File: src/rtl/vote_pkg.sv
// +-------------------------------------------------------------------------+
// | vote_pkg: default sizing and arbiter state encoding for the vote block. |
// | Revision: 1.0                                                           |
// +-------------------------------------------------------------------------+
`default_nettype none

package vote_pkg;

  localparam int unsigned DEF_N_BTN        = 4;
  localparam int unsigned DEF_HOLD_CYCLES  = 10;
  localparam int unsigned DEF_STUCK_CYCLES = 1000000;

  typedef enum logic [0:0] {
    IDLE   = 1'b0,
    LOCKED = 1'b1
  } arb_state_e;

  // Counter just wide enough to hold the saturation value without wrapping.
  function automatic int unsigned cnt_width(input int unsigned stuck_cycles);
    return $clog2(stuck_cycles + 1);
  endfunction

endpackage

`default_nettype wire

File: src/rtl/btn_channel.sv
// +-------------------------------------------------------------------------+
// | btn_channel: one button's conditioning, hold counter, qualify and stuck |
// | flag. Optional 2-flop input synchroniser under MULTI_BUTTON_SYNC_EN.    |
// | Revision: 1.0                                                           |
// +-------------------------------------------------------------------------+
`default_nettype none

module btn_channel
  import vote_pkg::*;
#(
  parameter int unsigned HOLD_CYCLES  = DEF_HOLD_CYCLES,
  parameter int unsigned STUCK_CYCLES = DEF_STUCK_CYCLES
) (
  input  logic clock,
  input  logic reset,
  input  logic btn_i,
  output logic level_o,
  output logic qualify_o,
  output logic stuck_o
);

  localparam int unsigned          CNT_W   = cnt_width(STUCK_CYCLES);
  localparam logic [CNT_W-1:0]     C_HOLD  = CNT_W'(HOLD_CYCLES);
  localparam logic [CNT_W-1:0]     C_STUCK = CNT_W'(STUCK_CYCLES);
  localparam logic [CNT_W-1:0]     C_ONE   = CNT_W'(1);

  logic             w_level;
  logic [CNT_W-1:0] cnt_q;
  logic [CNT_W-1:0] cnt_d;

`ifdef MULTI_BUTTON_SYNC_EN
  logic [1:0] sync_q;

  always_ff @(posedge clock) begin
    if (reset) begin
      sync_q <= '0;
    end else begin
      sync_q <= {sync_q[0], btn_i};
    end
  end

  assign w_level = sync_q[1];
`else
  assign w_level = btn_i;
`endif

  always_comb begin
    cnt_d = '0;
    if (w_level) begin
      cnt_d = (cnt_q == C_STUCK) ? cnt_q : (cnt_q + C_ONE);
    end
  end

  always_ff @(posedge clock) begin
    if (reset) begin
      cnt_q <= '0;
    end else begin
      cnt_q <= cnt_d;
    end
  end

  // The counter passes through C_HOLD exactly once per press, so a single
  // compare gives the one-shot qualification.
  assign qualify_o = (cnt_q == C_HOLD);
  assign stuck_o   = (cnt_q == C_STUCK);
  assign level_o   = w_level;

endmodule

`default_nettype wire

File: src/rtl/multi_button_debounce.sv
// +-------------------------------------------------------------------------+
// | multi_button_debounce: per-button debounce plus single-vote arbiter.    |
// | Build option: MULTI_BUTTON_SYNC_EN adds a 2-flop input synchroniser.    |
// | Revision: 1.0                                                           |
// +-------------------------------------------------------------------------+
`default_nettype none

module multi_button_debounce
  import vote_pkg::*;
#(
  parameter int unsigned N_BTN        = DEF_N_BTN,
  parameter int unsigned HOLD_CYCLES  = DEF_HOLD_CYCLES,
  parameter int unsigned STUCK_CYCLES = DEF_STUCK_CYCLES
) (
  input  logic                     clock,
  input  logic                     reset,
  input  logic [N_BTN-1:0]         button,
  input  logic                     enable,
  output logic                     vote_valid,
  output logic [$clog2(N_BTN)-1:0] vote_id,
  output logic                     multi_press,
  output logic [N_BTN-1:0]         stuck
);

  localparam int unsigned ID_W = $clog2(N_BTN);

  logic [N_BTN-1:0] level;
  logic [N_BTN-1:0] qualify;

  genvar gi;
  generate
    for (gi = 0; gi < N_BTN; gi++) begin : g_chan
      btn_channel #(
        .HOLD_CYCLES  (HOLD_CYCLES),
        .STUCK_CYCLES (STUCK_CYCLES)
      ) u_chan (
        .clock     (clock),
        .reset     (reset),
        .btn_i     (button[gi]),
        .level_o   (level[gi]),
        .qualify_o (qualify[gi]),
        .stuck_o   (stuck[gi])
      );
    end
  endgenerate

  arb_state_e        state_q;
  arb_state_e        state_d;
  logic              vote_valid_q;
  logic              vote_valid_d;
  logic [ID_W-1:0]   vote_id_q;
  logic [ID_W-1:0]   vote_id_d;
  logic              multi_q;
  logic              multi_d;

  logic              any_qual;
  logic              single_qual;
  logic [ID_W-1:0]   qual_idx;

  assign any_qual    = |qualify;
  assign single_qual = any_qual && ((qualify & (qualify - N_BTN'(1))) == '0);

  always_comb begin
    qual_idx = '0;
    for (int i = 0; i < N_BTN; i++) begin
      if (qualify[i]) begin
        qual_idx = ID_W'(i);
      end
    end
  end

  // Qualifications seen with enable low are simply dropped; the channel will
  // not qualify again until its button is released and pressed anew.
  always_comb begin
    state_d      = state_q;
    vote_valid_d = 1'b0;
    vote_id_d    = '0;
    multi_d      = 1'b0;
    case (state_q)
      IDLE: begin
        if (enable && any_qual) begin
          state_d = LOCKED;
          if (single_qual) begin
            vote_valid_d = 1'b1;
            vote_id_d    = qual_idx;
          end else begin
            multi_d = 1'b1;
          end
        end
      end
      LOCKED: begin
        if (level == '0) begin
          state_d = IDLE;
        end
      end
    endcase
  end

  always_ff @(posedge clock) begin
    if (reset) begin
      state_q      <= IDLE;
      vote_valid_q <= 1'b0;
      vote_id_q    <= '0;
      multi_q      <= 1'b0;
    end else begin
      state_q      <= state_d;
      vote_valid_q <= vote_valid_d;
      vote_id_q    <= vote_id_d;
      multi_q      <= multi_d;
    end
  end

  assign vote_valid  = vote_valid_q;
  assign vote_id     = vote_id_q;
  assign multi_press = multi_q;

endmodule

`default_nettype wire

File: config.mk
export PLATFORM = sky130hd
export DESIGN_NAME = multi_button_debounce
export DESIGN_NICKNAME = d
export VERILOG_FILES = /design/src/rtl/vote_pkg.sv /design/src/rtl/btn_channel.sv /design/src/rtl/multi_button_debounce.sv
export SDC_FILE = /design/constraint.sdc
export NUM_CORES = 1
export LEC_CHECK = 0
export ABC_AREA = 1
export BUFFER_PORTS_ARGS = -buffer_cell sky130_fd_sc_hd__buf_4
export CAP_MARGIN = 20
export CORE_ASPECT_RATIO = 1.25
export CORE_MARGIN = 5
export CORE_UTILIZATION = 45
export CTS_BUF_LIST = sky130_fd_sc_hd__clkbuf_4
export CTS_CLUSTER_SIZE = 16
export DETAILED_ROUTE_END_ITERATION = 8
export HOLD_SLACK_MARGIN = 0.05
export PLACE_DENSITY = 0.61
export SLEW_MARGIN = 20
export SYNTH_ARGS = -nofsm -noshare
export SYNTH_HDL_FRONTEND = slang
export SYNTH_SLANG_ARGS = --single-unit
File: constraint.sdc
create_clock -name clock -period 1.6 [get_ports clock]
set_input_delay 0.08 -clock clock [delete_from_list [all_inputs] [get_ports clock]]
set_output_delay 0.08 -clock clock [all_outputs]
set_load 0.02 [all_outputs]
==> results of run 1 <==
==> worst max-delay path: stages (launching register included) <==
cell     delay [ns]
dfxtp_2        0.35
inv_2          0.05
ha_2           0.17
nand3_2        0.08
or3_4          0.36
nor2_4         0.13
buf_6          0.12
==> state kept, by name, indices dropped and copies added (netlist names) <==
name                 count
g_chan.u_chan.cnt_q     80
state_q                  1
multi_press              1
vote_id                  2
vote_valid               1
==> placed cells by master, fill, tap and decap left out, drive strengths merged <==
cell type and count:
nand2 128, nor2 125, inv 110, dfxtp 85, buf 78, a21oi 56, nand3 49, o21ai 44
nor3 26, nand4 25, ha 12, clkbuf 10, xor2 9, nor4 9, dlygate4sd3 5, clkinv 4
nor3b 3, o21a 2, a211oi 2, a31oi 2, bufinv 2, or2 2, diode 1, or3 1
==> cells by family after synthesis <==
family / after synthesis / share of synthesized area
and+or+nand+nor: 368 / 0.3643
buffers and inverters: 119 / 0.1005
AOI/OAI and AO/OA: 106 / 0.1181
DFF: 85 / 0.3676
adders and majority gates: 12 / 0.03243
xor gates and xnor gates: 9 / 0.01703
==> final cells by class <==
cell class | instances | area, um^2
fillers | 948 | 4058
multi-input cells | 495 | 2846
flip-flops and latches | 85 | 1784
repair buffers | 83 | 680.7
inverters | 110 | 420.4
well taps | 129 | 161.4
clock inverters | 6 | 77.57
clock buffers | 10 | 75.07
diodes | 1 | 2.502
==> repair_timing <==
| action | 4_1_cts | 5_1_grt |
|---|---|---|
| pin swaps | 16 | 48 |
| hold endpoints to repair | 5 | 0 |
| gates cloned | 0 | 0 |
| buffers inserted | 32 | 23 |
| hold buffers | 5 | 0 |
| endpoints found under the setup margin | 7 | 41 |
| gates resized for setup | 68 | 123 |
==> final timing paths <==
| path | endpoint | slack (ns) | depth (start not counted) |
|---|---|---|---|
| worst min register to register | g_chan[1].u_chan.cnt_q[11] | 0.48 | 2 |
| worst min-delay path | g_chan[1].u_chan.cnt_q[11] | 0.14 | 6 |
| worst max register to register | g_chan[3].u_chan.cnt_q[0] | -0.06 | 10 |
| worst max-delay path | stuck[2] | -0.19 | 6 |
==> layer usage <==
metal / track usage / part of all wire / vias to the layer above
met1: 0.2242 / 0.42 / 2197
li1: - / - / 2441
met4: 0.08340 / 0.027 / 0
met3: 0.01975 / 0.036 / 28
met5: 0 / 0 / -
met2: 0.3451 / 0.51 / 89
==> metrics by stage <==
| stage | hold slack [ns] | area (um^2) |
|---|---|---|
| final | 0.1395 | 6048 |
| after floorplan | 0.1585 | 4629 |
| after global placement | 0.3048 | 4964 |
| after CTS | 0.1185 | 5572 |
| after detailed placement | 0.3041 | 4964 |
| after global routing | 0.1613 | 6048 |
==> report_power, final <==
group	internal (mW)	leakage, nW	total (mW)	switching, mW
clock network	0.637	0.0852	1.39	0.750
registers	2.11	0.711	2.12	0.0107
logic	0.0782	1.42	0.178	0.100
==> flow_metrics.tcl, run 1 <==
set metrics [dict create \
    synthTopCellsByArea "dfxtp_1 (37%), nand2_1 (10%), nor2_1 (9.5%)" \
    synth_edf_count 0 \
    drt_pre_antenna_iters 4 \
    ys_ff_latch 85 \
    crit_arrival_ns 1.71 \
    fin_ws_ns -0.1881 \
    cts_sinks 85 \
    p_leak_nw 2.220 \
    cts_buffer_depth 2 \
    pre_cts_ws_ns 0.004711 \
    grt_setup_unrepaired "true" \
    final_util 0.5985 \
    hold_start "button[1]" \
    critPathCaptureType "primary output" \
    post_drt_wl_per_cell_um 12.84 \
    grt_max_degree 14 \
    clk_pin_slew_ns 0.13 \
    finalCritPeriodShare 1.118 \
    fmax_mhz 559.2 \
    via_per_inst 5.174 \
    synth_cell_types 30 \
    cts_tree "built" \
    hold_viol 0 \
    yosys-top-cells-count "nand2_1 (125), nor2_1 (117), inv_1 (109)" \
    drcViolationCount 0 \
    finalSetupTns_ns -0.4816 \
    grt_antenna_before_repair 1 \
    hold_class "in -> reg" \
    dieHeight_um 123.4 \
    synth.avg_cell_area_um2 6.623 \
    dpl.hpwl_mm 8.047 \
    rows 41 \
    postRouteAntennaNets 0 \
    maxCapViolCount 0 \
    maxSlewViolCount 0 \
    chipWidth_um 100.7 \
    insertion_delay_ns 0.46 \
    synth-seq-area-share 0.3676 \
    wl_mm 11.80 \
    grt_pass1_vias 4435 \
    async_reset_ff_frac 0 \
    vias 4755 \
    crit_fanout 2 \
    grt_usage 0.1902 \
    final.min_clock_period_ns 1.788 \
    syn_area_mm2 0.004629 \
    synth.most_common_cell "nand2_1" \
    gr-total-overflow 0 \
    setup_violations 6 \
    cts_buffers 9 \
    floorplan.initialDensity 0.4581 \
    worst_clock_skew_ns 0.01947 \
    globalplace.congestion 0.8405 \
    die-area_mm2 0.01243 \
    io_buffers 14 \
    drive_gt1_frac 0.3105 \
    cts_root_buf "clkbuf_4" \
    power_density_mw_per_mm2 609.3 \
    outcome "finished with violations" \
    grt_pass1_wl_mm 19.11 \
    syn_nets 718 \
    core_area_mm2 0.01011 \
    synth_warnings 0 \
    cp-startpoint "g_chan[2].u_chan.cnt_q[0]" \
    worstSetupPathType "reg -> out" \
    yosysTopAreaCellShare 0.3676 \
    worstPathRequired_ns 1.52 \
    placed_cells 849 \
    htreeDepth 3 \
    violations "negative setup slack" \
    slew_headroom 0.6970 \
    ir_drop_mv 0.3571 \
    ys.flop_type "dfxtp_1" \
    r2r-start "g_chan[3].u_chan.cnt_q[10]" \
    pin_count 15 \
    drtIter0Drc 137 \
    tightest_slew_ns 0.4510 \
    synth_cells 699 \
    power_mw 3.685 \
    final_nets 803 \
    final_cells 919 \
    yosys.area.top_type "dfxtp_1" \
    cp-start-kind "register" \
    syn2layout_area_growth_pct 30.65 \
]
Note: power is estimated with default switching activity, not from simulation.
==> run 2, diff against run 1 <==
--- a/config.mk
+++ b/config.mk
@@ -16,6 +16,7 @@
 export DETAILED_ROUTE_END_ITERATION = 8
 export HOLD_SLACK_MARGIN = 0.05
 export PLACE_DENSITY = 0.61
+export RECOVER_POWER = 100
 export SLEW_MARGIN = 20
 export SYNTH_ARGS = -nofsm -noshare
 export SYNTH_HDL_FRONTEND = slang
==> run 2 against run 1 <==
The run still ends with negative setup slack left. Combinational power fell by 3%. Global-route usage did not move. Routed wire length barely moved. Clock power barely moved. Sequential share of layout area rose by 0.27 points. Clock skew barely moved. First-iteration DRC count rose by 3.6%. Critical path depth did not move. Worst setup slack got worse by 0.0015 ns. Critical endpoint unchanged. Largest cell class unchanged. Largest power group unchanged.
==> flow_metrics.tcl, run 2 (synthesis gave the netlist of run 1 again) <==
set metrics [dict create \
    cp-start-kind "register" \
    drcViolationCount 0 \
    cts_sinks 85 \
    globalplace.congestion 0.8405 \
    maxCapViolCount 0 \
    violations "negative setup slack" \
    fin_ws_ns -0.1896 \
    final_nets 803 \
    drt_pre_antenna_iters 5 \
    grt_pass1_wl_mm 19.11 \
    cts_buffers 9 \
    die-area_mm2 0.01243 \
    finalSetupTns_ns -1.318 \
    gr-total-overflow 0 \
    tightest_slew_ns 0.5869 \
    cts_tree "built" \
    pin_count 15 \
    largest_reg_flops 80 \
    hold_class "in -> reg" \
    chipWidth_um 100.7 \
    slew_headroom 0.6088 \
    grt_setup_unrepaired "true" \
    multi_input_area_mm2 0.002805 \
    via_per_inst 5.170 \
    core_area_mm2 0.01011 \
    outcome "finished with violations" \
    worst_clock_skew_ns 0.01905 \
    worstPathRequired_ns 1.52 \
    htreeDepth 3 \
    ir_drop_mv 0.3573 \
    final_cells 919 \
    floorplan.initialDensity 0.4581 \
    p_leak_nw 2.157 \
    pre_cts_ws_ns 0.004711 \
    nFillCells 963 \
    maxSlewViolCount 0 \
    final_util 0.5888 \
    grt_max_degree 14 \
    wl_mm 11.80 \
    most-common-layout-cells "nand2_1 (109), nor2_1 (98), inv_1 (87)" \
    fmax_mhz 558.8 \
    placed_cells 849 \
    crit_fanout 2 \
    syn2layout_area_growth_pct 28.54 \
    critPathCaptureType "primary output" \
    final.min_clock_period_ns 1.790 \
    cts_buffer_depth 2 \
    rows 41 \
    power_density_mw_per_mm2 619.0 \
    grt_pass1_vias 4435 \
    drive_gt1_frac 0.2852 \
    insertion_delay_ns 0.46 \
    post_drt_wl_per_cell_um 12.84 \
    vias 4751 \
    setup_violations 20 \
    grt_usage 0.1902 \
    finalCritPeriodShare 1.119 \
    largest_register "g_chan.u_chan.cnt_q" \
    hold_viol 0 \
    grt_antenna_before_repair 1 \
    io_buffers 14 \
    drtIter0Drc 142 \
    clk_pin_slew_ns 0.13 \
    hold_slack_ns 0.1479 \
    dpl.hpwl_mm 8.047 \
    worstSetupPathType "reg -> out" \
    regArea_mm2 0.001772 \
    crit_arrival_ns 1.71 \
    cts_root_buf "clkbuf_4" \
    final_common_cell "nand2_1" \
    dieHeight_um 123.4 \
    postRouteAntennaNets 0 \
]
[run 2: cell count changes in the layout (fill, tap and decap cells not counted), moves of 2 or more]
cell | before | now
nand2_1 | 107 | 109
dfxtp_1 | 41 | 45
nand2_2 | 19 | 17
nor2_4 | 14 | 12
nor2_1 | 95 | 98
clkbuf_1 | 0 | 10
buf_4 | 66 | 56
dfxtp_4 | 11 | 8
[run 2: final cells by class]
type,count,area share
Antenna cell,1,0.0004205
Sequential cell,85,0.2977
Clock inverter,6,0.01304
Tap cell,129,0.02712
Inverter,110,0.07065
Multi-Input combinational cell,495,0.4714
Timing Repair Buffer,83,0.1070
Clock buffer,10,0.01262
[run 2: path summary, 6_finish.rpt]
check | startpoint | endpoint | slack (ns) | depth (start not counted)
setup reg to reg | g_chan[1].u_chan.cnt_q[0] | g_chan[1].u_chan.cnt_q[16] | -0.12 | 8
hold reg to reg | g_chan[1].u_chan.cnt_q[11] | g_chan[1].u_chan.cnt_q[11] | 0.48 | 2
hold / removal | button[1] | g_chan[1].u_chan.cnt_q[5] | 0.15 | 6
setup / recovery | g_chan[2].u_chan.cnt_q[0] | stuck[2] | -0.19 | 6
[run 2: per-layer routing]
metal | global-route usage | up-vias | routed length, um
met2 | 0.3451 | 80 | 6072
li1 | - | 2442 | -
met5 | 0 | - | 0
met1 | 0.2242 | 2203 | 5036
met3 | 0.01975 | 26 | 391
met4 | 0.08340 | 0 | 302
[run 2: metrics by stage]
stage | cell area, um^2 | power [mW]
floorplan | 4629 | 2.258
CTS | 5572 | 3.710
finish | 5951 | 3.684
detailed placement | 4964 | 2.312
global placement | 4964 | 2.308
global route | 5951 | 3.830
[run 2: timing repair]
action / in CTS / in global routing
hold buffers: 5 / 0
endpoints found under the setup margin: 7 / 41
setup buffers: 32 / 23
pin swaps: 16 / 48
gates resized for setup: 68 / 123
cloned: 0 / 0
hold endpoints to repair: 5 / 0
[run 2: critical path, cell delays in order (launching register included)]
cell	delay (ns)
dfxtp_2	0.35
inv_2	0.05
ha_2	0.17
nand3_2	0.08
or3_4	0.36
nor2_4	0.13
buf_6	0.12
[run 2: where the power goes]
part           leakage (nW)  internal (mW)  total [mW]  switching (mW)
Clock                0.0852          0.637        1.39           0.751
Combinational          1.36         0.0724       0.172          0.0992
Sequential            0.708           2.11        2.12          0.0105
Total                  2.16           2.82        3.68           0.861
==> run 3, diff against run 2 <==
--- a/config.mk
+++ b/config.mk
@@ -15,7 +15,6 @@
 export CTS_CLUSTER_SIZE = 16
 export DETAILED_ROUTE_END_ITERATION = 8
 export HOLD_SLACK_MARGIN = 0.05
-export PLACE_DENSITY = 0.61
 export RECOVER_POWER = 100
 export SLEW_MARGIN = 20
 export SYNTH_ARGS = -nofsm -noshare
==> run 3 against run 2 <==
The flow still finishes with violations (negative setup slack). Sequential share of layout area grew 0.12 points. First-iteration DRC count grew 7.7%. Routed wire length shrank 0.38%. Combinational power hardly changed. Power down 0.96%. Non-clock buffer count is 6 lower. Clock-buffer cell count did not move. Final area decreased by 0.55%. Fmax down 1.1%. Critical path depth unchanged. Via count is 2.5% lower. Critical endpoint unchanged. Highest routed layer unchanged.
==> flow_metrics.tcl, run 3 (synthesis gave the netlist of run 1 again) <==
set metrics [dict create \
    drtIter0Drc 153 \
    power_mw 3.648 \
    rows 41 \
    cts_buffers 9 \
    hold_slack_ns 0.1473 \
    post-route-cell-area_mm2 0.005918 \
    htreeDepth 3 \
    final_util 0.5856 \
    cts_tree "built" \
    dieHeight_um 123.4 \
    pin_count 15 \
    nFillCells 959 \
    grt_antenna_before_repair 1 \
    pwr-share-clk 0.370 \
    crit_fanout 3 \
    cts_buffer_depth 2 \
    p_leak_nw 2.156 \
    final_common_cell "nand2_1" \
    power_density_mw_per_mm2 616.4 \
    die-area_mm2 0.01243 \
    largest_register "g_chan.u_chan.cnt_q" \
    via_per_inst 5.090 \
    setup_violations 5 \
    gr-total-overflow 0 \
    worstPathRequired_ns 1.52 \
    worst_clock_skew_ns 0.01758 \
    p_switching_mw 0.8382 \
    cts_sinks 85 \
    insertion_delay_ns 0.45 \
    grt_pass1_wl_mm 18.89 \
    drt_pre_antenna_iters 5 \
    core_area_mm2 0.01011 \
    tightest_slew_ns 0.5633 \
    wl_mm 11.76 \
    postRouteAntennaNets 0 \
    final_cells 910 \
    most-common-layout-cells "nand2_1 (107), inv_1 (94), nor2_1 (93)" \
    p_int_mw 2.810 \
    finalCritPeriodShare 1.131 \
    maxSlewViolCount 0 \
    fmax_mhz 552.5 \
    io_buffers 14 \
    globalplace.congestion 0.8508 \
    chipWidth_um 100.7 \
    critPathCaptureType "primary output" \
    violations "negative setup slack" \
    ir_drop_mv 0.4170 \
    placed_cells 851 \
    cp-start-kind "register" \
    crit_arrival_ns 1.73 \
    final_nets 797 \
    outcome "finished with violations" \
    grt_max_degree 14 \
    dpl-instance-area_mm2 0.004979 \
    grt_pass1_vias 4317 \
    drive_gt1_frac 0.2846 \
    post_drt_wl_per_cell_um 12.92 \
    grt_usage 0.1872 \
    hold_viol 0 \
    worstSetupPathType "reg -> out" \
    vias 4632 \
    power_frac_comb 0.047 \
    clk_pin_slew_ns 0.13 \
    cts_root_buf "clkbuf_4" \
    maxCapViolCount 0 \
    dpl.hpwl_mm 8.042 \
    drcViolationCount 0 \
    syn2layout_area_growth_pct 27.84 \
    seq_power_share 0.583 \
    final.min_clock_period_ns 1.810 \
    switching_share 0.2298 \
    fin_ws_ns -0.2101 \
    largest_reg_flops 80 \
    floorplan.initialDensity 0.4581 \
    grt_setup_unrepaired "true" \
    hold_class "in -> reg" \
    slew_headroom 0.6245 \
]
## run 3: cell types whose count changed in the layout (fill, tap and decap cells not counted), sizes merged
cell         previous run  this run
clkinv                  4         1
dlygate4sd3             5         4
clkbuf                 21        17
buf                    67        66
## run 3: per-stage QoR
stage               setup slack, ns  setup TNS [ns]
floorplan                    0.1410               0
global route                -0.2587          -1.874
global placement            0.06221               0
finish                      -0.2101         -0.5192
detailed placement         -0.03515        -0.05737
CTS                         -0.2286         -0.5589
## run 3: area by class of cell
type / instances / area, um^2 / share of cell area
timing repair buffer: 77 / 591.8 / 0.1000
clock buffer: 10 / 75.07 / 0.01268
multi-input combinational: 495 / 2834 / 0.4789
clock inverter: 3 / 63.81 / 0.01078
antenna: 1 / 2.502 / 0.0004228
sequential: 85 / 1769 / 0.2989
inverter: 110 / 420.4 / 0.07104
tap: 129 / 161.4 / 0.02727
## run 3: worst max-delay path, cell delays in order, from the launching register on
cell	delay, ns
dfxtp_2	0.36
inv_2	0.07
ha_4	0.13
nand3_2	0.07
or3_4	0.40
nor2_4	0.14
buf_6	0.13
## run 3: power by group through the flow
stage                     clock network (mW)  registers [mW]  logic, mW
final                                   1.35            2.13      0.171
after global routing                    1.45            2.13      0.189
after CTS                               1.39            2.13      0.146
after detailed placement                   0            2.18      0.125
after global placement                     0            2.18      0.124
after floorplan                            0            2.18     0.0769
## run 3: routing by layer
metal / track usage / vias to the layer above / share of wire
li1: - / 2424 / -
met1: 0.2257 / 2101 / 0.44
met2: 0.3283 / 85 / 0.51
met3: 0.03104 / 22 / 0.035
met4: 0.07582 / 0 / 0.018
met5: 0 / - / 0
## run 3: final timing paths
kind                                            startpoint  slack, ns  cells after the start                    endpoint
worst max-delay path             g_chan[2].u_chan.cnt_q[1]      -0.21                      6                    stuck[2]
worst max register to register   g_chan[1].u_chan.cnt_q[0]      -0.02                      8  g_chan[1].u_chan.cnt_q[16]
worst min register to register  g_chan[1].u_chan.cnt_q[11]       0.47                      2  g_chan[1].u_chan.cnt_q[11]
worst min-delay path                             button[1]       0.15                      6   g_chan[1].u_chan.cnt_q[2]
## run 3: timing repair
item	4_1_cts	5_1_grt
setup endpoints to repair	7	36
resized for setup	58	113
hold endpoints to repair	3	0
pin swaps	12	43
setup buffers	22	19
cloned	0	0
hold buffers	4	0
